<file path="src/rtl/shift_unit_pkg.sv">
// rtl/shift_unit_pkg.sv - opcode encoding and widths shared by the shift unit and the ALU decoder
package shift_unit_pkg;

    localparam int OP_W = 3;

    typedef enum logic [OP_W-1:0] {
        OP_PASS = 3'd0,
        OP_SLL  = 3'd1,
        OP_SRL  = 3'd2,
        OP_SLA  = 3'd3,
        OP_SRA  = 3'd4,
        OP_ROL  = 3'd5,
        OP_ROR  = 3'd6,
        OP_RSVD = 3'd7
    } op_t;

endpackage

</file>
<file path="src/rtl/shift_unit_stage.sv">
// rtl/shift_unit_stage.sv - one barrel stage: conditional shift by SHAMT plus its valid/hold register
// Carry/zero flags are built only when SHIFT_UNIT_FLAGS_EN is defined.
module shift_unit_stage
    import shift_unit_pkg::*;
#(
    parameter int WIDTH = 8,
    parameter int LOG2W = $clog2(WIDTH),
    parameter int K     = 0
) (
    input  logic             clk,
    input  logic             rst_n,
    input  logic             up_valid,
    output logic             up_ready,
    input  logic [WIDTH-1:0] up_data,
    input  op_t              up_op,
    input  logic [LOG2W-1:0] up_amt,
    input  logic             up_err,
`ifdef SHIFT_UNIT_FLAGS_EN
    input  logic             up_carry,
    output logic             dn_carry,
    output logic             dn_zero,
`endif
    output logic             dn_valid,
    input  logic             dn_ready,
    output logic [WIDTH-1:0] dn_data,
    output op_t              dn_op,
    output logic [LOG2W-1:0] dn_amt,
    output logic             dn_err
);

    localparam int SHAMT = 1 << K;

    logic [WIDTH-1:0] shifted;
    logic             err_next;

    always_comb begin
        shifted  = up_data;
        err_next = up_err;
        if (up_op == OP_RSVD) begin
            shifted  = '0;
            err_next = 1'b1;
        end else if (up_amt[K]) begin
            case (up_op)
                OP_SLL, OP_SLA: shifted = up_data << SHAMT;
                OP_SRL:         shifted = up_data >> SHAMT;
                OP_SRA:         shifted = $unsigned($signed(up_data) >>> SHAMT);
                OP_ROL:         shifted = (up_data << SHAMT) | (up_data >> (WIDTH - SHAMT));
                OP_ROR:         shifted = (up_data >> SHAMT) | (up_data << (WIDTH - SHAMT));
                default:        shifted = up_data;
            endcase
        end
    end

    // Load when empty or when the downstream side takes our current content.
    assign up_ready = !dn_valid || dn_ready;

    always_ff @(posedge clk or negedge rst_n) begin
        if (!rst_n) begin
            dn_valid <= 1'b0;
            dn_data  <= '0;
            dn_op    <= OP_PASS;
            dn_amt   <= '0;
            dn_err   <= 1'b0;
        end else if (up_ready) begin
            dn_valid <= up_valid;
            if (up_valid) begin
                dn_data <= shifted;
                dn_op   <= up_op;
                dn_amt  <= up_amt;
                dn_err  <= err_next;
            end
        end
    end

`ifdef SHIFT_UNIT_FLAGS_EN
    // The last stage that actually moves bits defines the carry; idle stages pass it on.
    logic carry_next;

    always_comb begin
        carry_next = up_carry;
        if (up_op == OP_RSVD) begin
            carry_next = 1'b0;
        end else if (up_amt[K]) begin
            case (up_op)
                OP_SLL, OP_SLA: carry_next = up_data[WIDTH-SHAMT];
                OP_SRL, OP_SRA: carry_next = up_data[SHAMT-1];
                OP_ROL:         carry_next = shifted[0];
                OP_ROR:         carry_next = shifted[WIDTH-1];
                default:        carry_next = up_carry;
            endcase
        end
    end

    always_ff @(posedge clk or negedge rst_n) begin
        if (!rst_n) begin
            dn_carry <= 1'b0;
            dn_zero  <= 1'b0;
        end else if (up_ready && up_valid) begin
            dn_carry <= carry_next;
            dn_zero  <= (shifted == '0);
        end
    end
`endif

endmodule

</file>
<file path="src/rtl/shift_unit_pipe.sv">
// rtl/shift_unit_pipe.sv - pipelined shift/rotate unit, one barrel stage per amount bit
// Optional carry/zero flags are enabled by defining SHIFT_UNIT_FLAGS_EN.
module shift_unit_pipe
    import shift_unit_pkg::*;
#(
    parameter int WIDTH = 8,
    parameter int LOG2W = $clog2(WIDTH)
) (
    input  logic             clk,
    input  logic             rst_n,
    input  logic             in_valid,
    output logic             in_ready,
    input  logic [WIDTH-1:0] in_data,
    input  logic [OP_W-1:0]  in_op,
    input  logic [LOG2W-1:0] in_amt,
    output logic             out_valid,
    input  logic             out_ready,
    output logic [WIDTH-1:0] out_data,
    output logic             out_err
`ifdef SHIFT_UNIT_FLAGS_EN
    ,
    output logic             out_carry,
    output logic             out_zero
`endif
);

    // Index k is the input side of stage k; index LOG2W is the output register.
    logic             valid_p [0:LOG2W];
    logic             ready_p [0:LOG2W];
    logic [WIDTH-1:0] data_p  [0:LOG2W];
    op_t              op_p    [0:LOG2W];
    logic [LOG2W-1:0] amt_p   [0:LOG2W];
    logic             err_p   [0:LOG2W];
`ifdef SHIFT_UNIT_FLAGS_EN
    logic             carry_p [0:LOG2W];
    logic             zero_p  [1:LOG2W];
`endif

    assign valid_p[0]     = in_valid;
    assign data_p[0]      = in_data;
    assign op_p[0]        = op_t'(in_op);
    assign amt_p[0]       = in_amt;
    assign err_p[0]       = 1'b0;
    assign ready_p[LOG2W] = out_ready;

    assign in_ready  = ready_p[0];
    assign out_valid = valid_p[LOG2W];
    assign out_data  = data_p[LOG2W];
    assign out_err   = err_p[LOG2W];

`ifdef SHIFT_UNIT_FLAGS_EN
    assign carry_p[0] = 1'b0;
    assign out_carry  = carry_p[LOG2W];
    assign out_zero   = zero_p[LOG2W];
`endif

    for (genvar k = 0; k < LOG2W; k++) begin : g_stage
        shift_unit_stage #(
            .WIDTH (WIDTH),
            .LOG2W (LOG2W),
            .K     (k)
        ) u_stage (
            .clk      (clk),
            .rst_n    (rst_n),
            .up_valid (valid_p[k]),
            .up_ready (ready_p[k]),
            .up_data  (data_p[k]),
            .up_op    (op_p[k]),
            .up_amt   (amt_p[k]),
            .up_err   (err_p[k]),
`ifdef SHIFT_UNIT_FLAGS_EN
            .up_carry (carry_p[k]),
            .dn_carry (carry_p[k+1]),
            .dn_zero  (zero_p[k+1]),
`endif
            .dn_valid (valid_p[k+1]),
            .dn_ready (ready_p[k+1]),
            .dn_data  (data_p[k+1]),
            .dn_op    (op_p[k+1]),
            .dn_amt   (amt_p[k+1]),
            .dn_err   (err_p[k+1])
        );
    end

endmodule

</file>
<file path="config.mk">
export PLATFORM = sky130hd
export DESIGN_NAME = shift_unit_pipe
export DESIGN_NICKNAME = d
export VERILOG_FILES = /design/src/rtl/shift_unit_pkg.sv /design/src/rtl/shift_unit_stage.sv /design/src/rtl/shift_unit_pipe.sv
export SDC_FILE = /design/constraint.sdc
export NUM_CORES = 1
export LEC_CHECK = 0
export BUFFER_PORTS_ARGS = -buffer_cell sky130_fd_sc_hd__buf_2
export CORE_ASPECT_RATIO = 0.5
export CORE_MARGIN = 8
export CORE_UTILIZATION = 55
export CTS_CLUSTER_DIAMETER = 50
export DETAILED_ROUTE_END_ITERATION = 16
export PLACE_DENSITY = 0.73
export SLEW_MARGIN = 10
export SYNTH_ARGS = -nofsm -noshare
export SYNTH_HDL_FRONTEND = slang
export SYNTH_SLANG_ARGS = --single-unit
</file>
<file path="constraint.sdc">
create_clock -name clk -period 2.34 [get_ports clk]
set_clock_uncertainty 0.1 [all_clocks]
set_input_delay 0.468 -clock clk [delete_from_list [all_inputs] [get_ports clk]]
set_output_delay 0.468 -clock clk [all_outputs]
set_load 0.01 [all_outputs]
</file>
==> flow_metrics.tcl, run 1 <==
set metrics [dict create \
    setup_tns_ps 0 \
    globalRouteMet1Util_pct 18.84 \
    overflow 0 \
    die_h_um 60.97 \
    grt_usage_pct 14.92 \
    slowest_delay_ps 430 \
    yosysTopAreaCellShare_pct 43.87 \
    synth.area.top_cells "dfrtp_1, nand2_1, mux2i_1" \
    cts.path.max_buffers 2 \
    die-width_um 105.9 \
    pin_count 29 \
    critical_path_class "flop to output port" \
    antenna_found_initial 0 \
    report.final.hold_viol_count 0 \
    grt_pass1_vias 1709 \
    clkTransAtPathRegs_ps 70 \
    htree_levels 2 \
    fmax_ghz 0.5831 \
    regArea_um2 975.9 \
    post_cts_buffers 0 \
    area_delta_synth_final_pct 8.605 \
    worstPathCellList "nand4b_1 -> buf_2" \
    start_util_pct 57.28 \
    synth_area_mm2 0.002225 \
    reg2reg_depth 4 \
    tightest_slew_ps 819.3 \
    cts_resized 0 \
    whs_ps 166.1 \
    async_reset_ff_share_pct 100.0 \
    finalCritPeriodShare_pct 73.28 \
    ys_ff_latch 39 \
    place_hpwl_um 3322 \
    p_per_area_mw_per_mm2 924.2 \
    grt.busiest_layer "met2" \
    cts-root-buf "clkbuf_8" \
    hp-class "input port to async pin" \
    ys_seq_area_share_pct 43.87 \
    crit_fanout 5 \
    layout_setup_ws_ps 625.2 \
    drc 0 \
    grt_first_pass_wirelength_um 7748 \
    cts_tree "done" \
    synth.most_common_cell "dfrtp_1" \
    r2r-end "g_stage[1].u_stage.dn_data[3]$_DFFE_PN0P_" \
    synth_nets 255 \
    dp_slack_ps 533.6 \
    gp_congestion 0.8234 \
    drive_above_1_share_pct 21.03 \
    synth_cell_types 41 \
    drt_iter0_drc 73 \
    yosys.area.top_type "dfrtp_1" \
    status "finished clean" \
    drv_cap 0 \
    p_leak_nw 1.070 \
    worstPathArrival_ps 1150 \
    core_mm2 0.003884 \
    syn-mean-instance-area_um2 9.387 \
    die_area_mm2 0.006459 \
    rrSetupSlack_ps 660 \
    grt_use_met2_pct 23.41 \
    io_buffers 28 \
    place_area_mm2 0.002298 \
    clkLatencyLatePin_ps 290 \
    synthFlopType "dfrtp_1" \
    via_count 1770 \
    drt_first_pass_iters 4 \
    start_kind "flop" \
    cts_buffers 5 \
    maxSlewViolCount 0 \
    fp-row-count 16 \
    rsz0062_at_grt "no" \
    r2r-start "g_stage[1].u_stage.dn_valid$_DFFE_PN0P_" \
    max-slew-margin-rel_pct 45.38 \
    yosys_warnings 0 \
    irDropWorstVdd_mv 0.2862 \
    synthesis.instances 237 \
    final_nets 269 \
    grt_use_met3_pct 4.025 \
    clock_sinks 39 \
    routedWlPerCell_um 14.22 \
    cp.required_ps 1770 \
    hold_buffers 0 \
    setup_viol 0 \
    n_fill_cell 353 \
    diodes 0 \
    p_total_w 0.002233 \
    worstSetupEndpointType "output port" \
    cp_slowest_cell "dfrtp_1" \
    synth_edf_count 0 \
    fin_area_mm2 0.002416 \
    multi_input_area_mm2 0.001100 \
    viasPerCell 5.784 \
    drt-total-wl_um 4351 \
    drtAntennaViolNets 0 \
    fin_crit_ps 1715 \
    synth_commonest_cells "dfrtp_1, nand2_1, o21ai_0" \
    grt_max_degree 40 \
]
==> layout by cell type (no fill, tap or decap), types with 2 or more instances in the layout <==
master and n:
dfrtp_1 39, nand2_1 38, buf_2 28, o21ai_0 21, o21ai_1 16, nor2_1 11
mux2i_1 11, mux2_2 9, o31ai_1 6, clkbuf_8 6, nand2b_1 5, o22ai_1 5
nand4b_1 4, o221ai_1 4, o21a_1 4, a211oi_1 4, nor2b_1 3, and3_1 3
o32ai_1 3, a31oi_1 3, nand3_1 3, nor3b_1 2, o31a_1 2, and2_1 2
a22o_1 2, nand2_2 2, inv_1 2
==> logic make-up after synthesis <==
logic type	count (synthesis)	synth area share (%)
AND/OR/NAND/NOR	78	17.60
flip-flops	39	43.87
multiplexers	20	9.505
buffers and inverters	24	6.693
AO/OA/AOI/OAI	76	22.33
==> layout make-up <==
| class | instances | share of cell area [%] |
|---|---|---|
| Timing Repair Buffer | 29 | 6.111 |
| Inverter | 2 | 0.3107 |
| Sequential cell | 39 | 40.39 |
| Tap cell | 54 | 2.796 |
| Clock inverter | 2 | 1.450 |
| Multi-Input combinational cell | 174 | 45.52 |
| Clock buffer | 6 | 3.418 |
==> registers in the layout, summed over array words and instances (netlist names) <==
register and count:
g_stage.u_stage.dn_op 6, g_stage.u_stage.dn_data 24, g_stage.u_stage.dn_amt 3, g_stage.u_stage.dn_valid 3, g_stage.u_stage.dn_err 3
==> where the power goes <==
part           leakage, nW  internal (W)  switching (W)
logic                0.529      0.000299       0.000347
registers            0.480      0.000847       0.000171
clock network       0.0612      0.000345       0.000225
==> stage by stage <==
step	utilization [%]	std cells
after floorplan	-	237
after global placement	59.18	298
after detailed placement	59.18	298
after CTS	62.21	306
after global routing	62.21	306
final	62.21	306
==> worst max path at each step <==
stage / from / endpoint / slack, ps / cells past startpoint
2_1_floorplan: out_ready / g_stage[0].u_stage.dn_amt[1]$_DFFE_PN0P_ / 810 / 3
3_3_place_gp: in_op[0] / g_stage[0].u_stage.dn_data[6]$_DFFE_PN0P_ / 580 / 5
3_5_place_dp: out_ready / g_stage[1].u_stage.dn_data[3]$_DFFE_PN0P_ / 530 / 5
4_1_cts: g_stage[1].u_stage.dn_valid$_DFFE_PN0P_ / in_ready / 620 / 2
5_1_grt: g_stage[0].u_stage.dn_op[2]$_DFFE_PN0P_ / g_stage[1].u_stage.dn_data[5]$_DFFE_PN0P_ / 520 / 4
6_report: g_stage[1].u_stage.dn_valid$_DFFE_PN0P_ / in_ready / 630 / 2
==> metal layers <==
metal | share of wire, % | routed length (um)
met5 | 0 | 0
met4 | 1.8 | 78
met3 | 5.0 | 218
met2 | 43 | 1859
met1 | 50 | 2194
==> worst max-delay path: cells and delay by family (launching register included) <==
family        cells  cell delay [ps]
flops             1              430
simple gates      1              220
buf+inv           1              210
(Power assumes the default switching activity.)
==> run 2, diff against run 1 <==
--- a/config.mk
+++ b/config.mk
@@ -5,6 +5,7 @@
 export SDC_FILE = /design/constraint.sdc
 export NUM_CORES = 1
 export LEC_CHECK = 0
+export ABC_AREA = 1
 export BUFFER_PORTS_ARGS = -buffer_cell sky130_fd_sc_hd__buf_2
 export CORE_ASPECT_RATIO = 0.5
 export CORE_MARGIN = 8
==> constraint.sdc (replaced) <==
create_clock -name clk -period 1.8 [get_ports clk]
set_clock_uncertainty 0.1 [all_clocks]
set_input_delay 0.36 -clock clk [delete_from_list [all_inputs] [get_ports clk]]
set_output_delay 0.36 -clock clk [all_outputs]
set_load 0.01 [all_outputs]
==> run 2 against run 1 <==
  * Worst hold slack worse by 150 ps
  * Non-clock buffer count up 1
  * Count of clock-buffer cells in the layout up 1
  * Area after synthesis up 8.4%
==> flow_metrics.tcl, run 2 <==
set metrics [dict create \
    max-slew-margin-rel_pct 68.44 \
    io_buffers 28 \
    die-width_um 109.6 \
    synthFlopType "dfrtp_1" \
    fmax_ghz 0.6638 \
    clkLatencyLatePin_ps 280 \
    yosys.area.top_type "dfrtp_1" \
    post-route-util_pct 59.96 \
    synth_nets 353 \
    layout.cells.most_common "nand2_1" \
    finalCritPeriodShare_pct 83.69 \
    drive_above_1_share_pct 19.05 \
    critical_path_class "flop to output port" \
    place_hpwl_um 3850 \
    grt_usage_pct 15.42 \
    cts_buffers 5 \
    reg.largest.list "g_stage.u_stage.dn_data: 24 flops, g_stage.u_stage.dn_op: 6 flops" \
    die_area_mm2 0.006887 \
    worstPathArrival_ps 1050 \
    status "finished clean" \
    worstSetupEndpointType "output port" \
    start_kind "flop" \
    synth_area_mm2 0.002411 \
    post_cts_buffers 0 \
    start_util_pct 56.12 \
    grt_max_degree 40 \
    final_cell_mix "nand2_1, dfrtp_1, inv_1" \
    top_register "g_stage.u_stage.dn_data" \
    core_mm2 0.004297 \
    overflow 0 \
    slowest_delay_ps 430 \
    antenna_found_initial 0 \
    ys_seq_area_share_pct 40.48 \
    via_count 2085 \
    clkTransAtPathRegs_ps 70 \
    drc 0 \
    synthesis.instances 335 \
    drv_cap 0 \
    synth.area.top_cells "dfrtp_1, nand2_1, nand3_1" \
    cp.required_ps 1340 \
    largest_register_ff_count 24 \
    clock_sinks 39 \
    p_leak_nw 1.445 \
    fp-row-count 17 \
    die_h_um 62.82 \
    crit_fanout 5 \
    drtAntennaViolNets 0 \
    diodes 0 \
    rrSetupSlack_ps 320 \
    fin_crit_ps 1506 \
    cts_tree "done" \
    drt_first_pass_iters 4 \
    yosysTopAreaCellShare_pct 40.48 \
    pin_count 29 \
    irDropWorstVdd_mv 0.4196 \
    synth_commonest_cells "nand2_1, dfrtp_1, inv_1" \
    grt_first_pass_wirelength_um 8901 \
    grt_pass1_vias 2039 \
    drt_iter0_drc 247 \
    hp-class "input port to async pin" \
    viasPerCell 5.036 \
    p_per_area_mw_per_mm2 1197 \
    gp_congestion 0.9105 \
    cp_slowest_cell "dfrtp_1" \
    htree_levels 2 \
    maxSlewViolCount 0 \
    routedWlPerCell_um 11.89 \
    cts_resized 0 \
    ys_ff_latch 39 \
    setup_viol 0 \
    rsz0062_at_grt "no" \
    report.final.hold_viol_count 0 \
    hold_buffers 0 \
    area_delta_synth_final_pct 6.850 \
    worstPathCellList "nand4_2 -> buf_2" \
    final_nets 374 \
    setup_tns_ps 0 \
    drt-total-wl_um 4923 \
    syn-mean-instance-area_um2 7.197 \
    cts.path.max_buffers 2 \
    synth_edf_count 0 \
    synth_cell_types 23 \
    cts-root-buf "clkbuf_8" \
    async_reset_ff_share_pct 100.0 \
    tightest_slew_ps 473.4 \
    synth.most_common_cell "nand2_1" \
    yosys_warnings 0 \
]
[run 2: path summary, 6_finish.rpt]
check	from	endpoint	depth (start not counted)
max	g_stage[1].u_stage.dn_valid$_DFFE_PN0P_	in_ready	2
min	rst_n	g_stage[0].u_stage.dn_op[1]$_DFFE_PN0P_	2
max reg2reg	g_stage[0].u_stage.dn_op[0]$_DFFE_PN0P_	g_stage[1].u_stage.dn_data[7]$_DFFE_PN0P_	6
min reg2reg	g_stage[2].u_stage.dn_data[7]$_DFFE_PN0P_	g_stage[2].u_stage.dn_data[7]$_DFFE_PN0P_	2
max in group asynchronous	rst_n	g_stage[2].u_stage.dn_data[7]$_DFFE_PN0P_	2
min in group clk	in_amt[1]	g_stage[0].u_stage.dn_amt[1]$_DFFE_PN0P_	3
[run 2: worst max-delay path: cells and delay by family, from the launching register on]
family / cells / cell delay (ps)
flops: 1 / 430
buf+inv: 1 / 180
simple gates: 1 / 160
[run 2: final cells by class]
type                    instances  area [um2]
clock inverters                 1       5.005
flip-flops and latches         39       975.9
well taps                      57       71.32
clock buffers                   7       76.32
fillers                       400        1720
repair buffers                 30       155.1
inverters                      37       138.9
multi-input cells             243        1154
[run 2: metrics by stage]
stage	hold WS [ps]	total power (W)	cells	setup WS, ps	instance area, um2
6_report	13.41	0.003083	414	293.5	2576
2_1_floorplan	-35.59	0.002314	335	508.3	2411
3_3_place_gp	323.1	0.002498	406	377.6	2495
4_1_cts	23.70	0.003114	414	279.6	2576
5_1_grt	50.33	0.003363	414	123.2	2576
3_5_place_dp	335.4	0.002538	406	338.3	2495
[run 2: routing by layer]
metal / share of wire, % / vias up / GRT usage (%)
met4: 1.1 / 0 / 5.008
li1: - / 1085 / -
met3: 5.2 / 4 / 3.292
met5: 0 / - / 0
met1: 50 / 942 / 20.81
met2: 44 / 54 / 23.77
[run 2: kinds of logic after synthesis]
kind of cell | synth area share [%]
compound gates | 9.030
simple gates | 38.82
buf+inv | 11.68
flops | 40.48
[run 2: where the power goes]
group | total, W | internal (W) | switching, W | leakage (nW)
sequential | 0.00140 | 0.00116 | 0.000243 | 0.481
combinational | 0.00112 | 0.000415 | 0.000710 | 0.922
clock | 0.000557 | 0.000272 | 0.000285 | 0.0422
total | 0.00308 | 0.00184 | 0.00124 | 1.45
==> run 3, diff against run 2 <==
==> constraint.sdc (replaced) <==
create_clock -name clk -period 1.45 [get_ports clk]
set_clock_uncertainty 0.1 [all_clocks]
set_input_delay 0.29 -clock clk [delete_from_list [all_inputs] [get_ports clk]]
set_output_delay 0.29 -clock clk [all_outputs]
set_load 0.01 [all_outputs]
==> run 3 against run 2 <==
  * Sequential share of layout area down 1.6 points
  * Highest routed layer unchanged
  * Via count down 0.38%
  * Register-to-register slack worse by 210 ps
  * Critical path depth unchanged
  * Count of clock-buffer cells in the layout unchanged
  * Wire length up 3.1%
==> flow_metrics.tcl, run 3 (synthesized netlist as in run 2, its figures left out) <==
set metrics [dict create \
    worstSetupEndpointType "output port" \
    cts.path.max_buffers 2 \
    startpoint "g_stage[0].u_stage.dn_valid$_DFFE_PN0N_" \
    fp-row-count 17 \
    cts_tree "done" \
    post-route-util_pct 62.87 \
    grt_max_degree 40 \
    drive_above_1_share_pct 22.47 \
    die_area_mm2 0.006887 \
    status "finished clean" \
    die-width_um 109.6 \
    drt-total-wl_um 5074 \
    routedWlPerCell_um 12.02 \
    gp_congestion 0.9264 \
    start_util_pct 56.12 \
    clkTransAtPathRegs_ps 70 \
    finalCritPeriodShare_pct 96.19 \
    grt_pass1_vias 1977 \
    slowest_delay_ps 430 \
    r2r-start "g_stage[0].u_stage.dn_op[0]$_DFFE_PN0P_" \
    reg2reg_depth 8 \
    io_buffers 28 \
    cp_slowest_cell "dfrtp_1" \
    grt_first_pass_wirelength_um 8735 \
    cts-root-buf "clkbuf_8" \
    max-slew-margin-rel_pct 79.45 \
    htree_levels 2 \
    p_leak_nw 1.485 \
    fmax_ghz 0.7170 \
    dp_slack_ps 70.01 \
    start_kind "flop" \
    die_h_um 62.82 \
    crit_fanout 3 \
    largest_register_ff_count 24 \
    area_delta_synth_final_pct 12.04 \
    via_count 2077 \
    grt_usage_pct 15.28 \
    diodes 0 \
    report.final.hold_viol_count 0 \
    layout.cells.most_common "nand2_1" \
    r2r-end "g_stage[1].u_stage.dn_data[6]$_DFFE_PN0P_" \
    critical_path_class "flop to output port" \
    drtAntennaViolNets 0 \
    antenna_found_initial 0 \
    drt_iter0_drc 172 \
    setup_viol 0 \
    crit_buf_inv 1 \
    drc 0 \
    viasPerCell 4.922 \
    tightest_slew_ps 307.6 \
    worst_path_dominant_cell_family "flip-flops" \
    p_per_area_mw_per_mm2 1460 \
    cp-endpoint "in_ready" \
    final_nets 382 \
    cp.required_ps 1060 \
    cts_buffers 5 \
    worstPathArrival_ps 1000 \
    cp_num_cells 2 \
    reg.largest.list "g_stage.u_stage.dn_data: 24 flops, g_stage.u_stage.dn_op: 6 flops" \
    rrSetupSlack_ps 110 \
    overflow 0 \
    layout_setup_ws_ps 55.23 \
    top_register "g_stage.u_stage.dn_data" \
    hp-class "input port to flop" \
    drt_first_pass_iters 4 \
    irDropWorstVdd_mv 0.5002 \
    place_hpwl_um 3889 \
    clkLatencyLatePin_ps 280 \
    fin_crit_ps 1395 \
    final_cell_mix "nand2_1, dfrtp_1, nand3_1" \
    p_total_w 0.003943 \
    worstPathCellList "nand4_4 -> buf_2" \
    core_mm2 0.004297 \
    maxSlewViolCount 0 \
    drv_cap 0 \
    clock_sinks 39 \
    pin_count 29 \
]
## run 3: changes by cell type in the layout (fill, tap and decap cells not counted), sizes merged
cell,before,now
clkinvlp,0,1
dlygate4sd3,0,1
inv,37,36
buf,30,37
## run 3: stage by stage
stage          std cells  TNS, ps  hold slack, ps  cell area [um2]
5_1_grt              422   -9.208           125.0             2701
3_3_place_gp         409        0           165.5             2542
6_report             422        0           97.11             2701
2_1_floorplan        335        0          -105.6             2411
3_5_place_dp         409        0           175.1             2542
4_1_cts              418        0           88.85             2634
## run 3: what timing repair did
| item | in CTS | in global routing |
|---|---|---|
| endpoints found under the setup margin | 0 | 21 |
| hold buffers | 1 | 0 |
| hold endpoints to repair | 39 | 0 |
| buffers inserted | 0 | 4 |
| gates resized for setup | 0 | 11 |
## run 3: routing by layer
layer / up-vias / routed length, um / global-route usage, %
met2: 55 / 2128 / 22.94
met3: 5 / 256 / 3.189
met1: 912 / 2629 / 20.61
li1: 1105 / - / -
met4: 0 / 60 / 6.511
met5: - / 0 / 0
## run 3: final cells by class
class                           instances  area (um2)
Multi-Input combinational cell        243        1180
Inverter                               37       142.6
Clock buffer                            7       76.32
Fill cell                             385        1595
Clock inverter                          1       5.005
Sequential cell                        39       979.7
Tap cell                               57       71.32
Timing Repair Buffer                   38       246.5
## run 3: worst min path at each step
stage | depth (start not counted) | endpoint | from | slack, ps
after global placement | 2 | g_stage[0].u_stage.dn_op[0]$_DFFE_PN0P_ | rst_n | 170
after CTS | 3 | g_stage[0].u_stage.dn_amt[1]$_DFFE_PN0P_ | in_amt[1] | 90
after global routing | 3 | g_stage[0].u_stage.dn_amt[1]$_DFFE_PN0P_ | in_amt[1] | 120
after floorplan | 0 | g_stage[0].u_stage.dn_amt[1]$_DFFE_PN0P_ | rst_n | -110
final | 3 | g_stage[0].u_stage.dn_amt[1]$_DFFE_PN0P_ | in_amt[1] | 100
after detailed placement | 2 | g_stage[0].u_stage.dn_op[0]$_DFFE_PN0P_ | rst_n | 180
## run 3: power by group
group	leakage, nW	internal [W]	switching [W]	total, W
sequential	0.478	0.00144	0.000301	0.00174
clock	0.0422	0.000338	0.000361	0.000698
combinational	0.965	0.000577	0.000924	0.00150
total	1.48	0.00236	0.00159	0.00394
## run 3: worst register-to-register path, cell delays in order (launching register included)
cell     delay (ps)
dfrtp_1         440
buf_6           150
buf_4           160
nand3_1          80
nand2_1          50
nor2_1          100
nand2_1          60
nand2_1          60
nand2_1          40
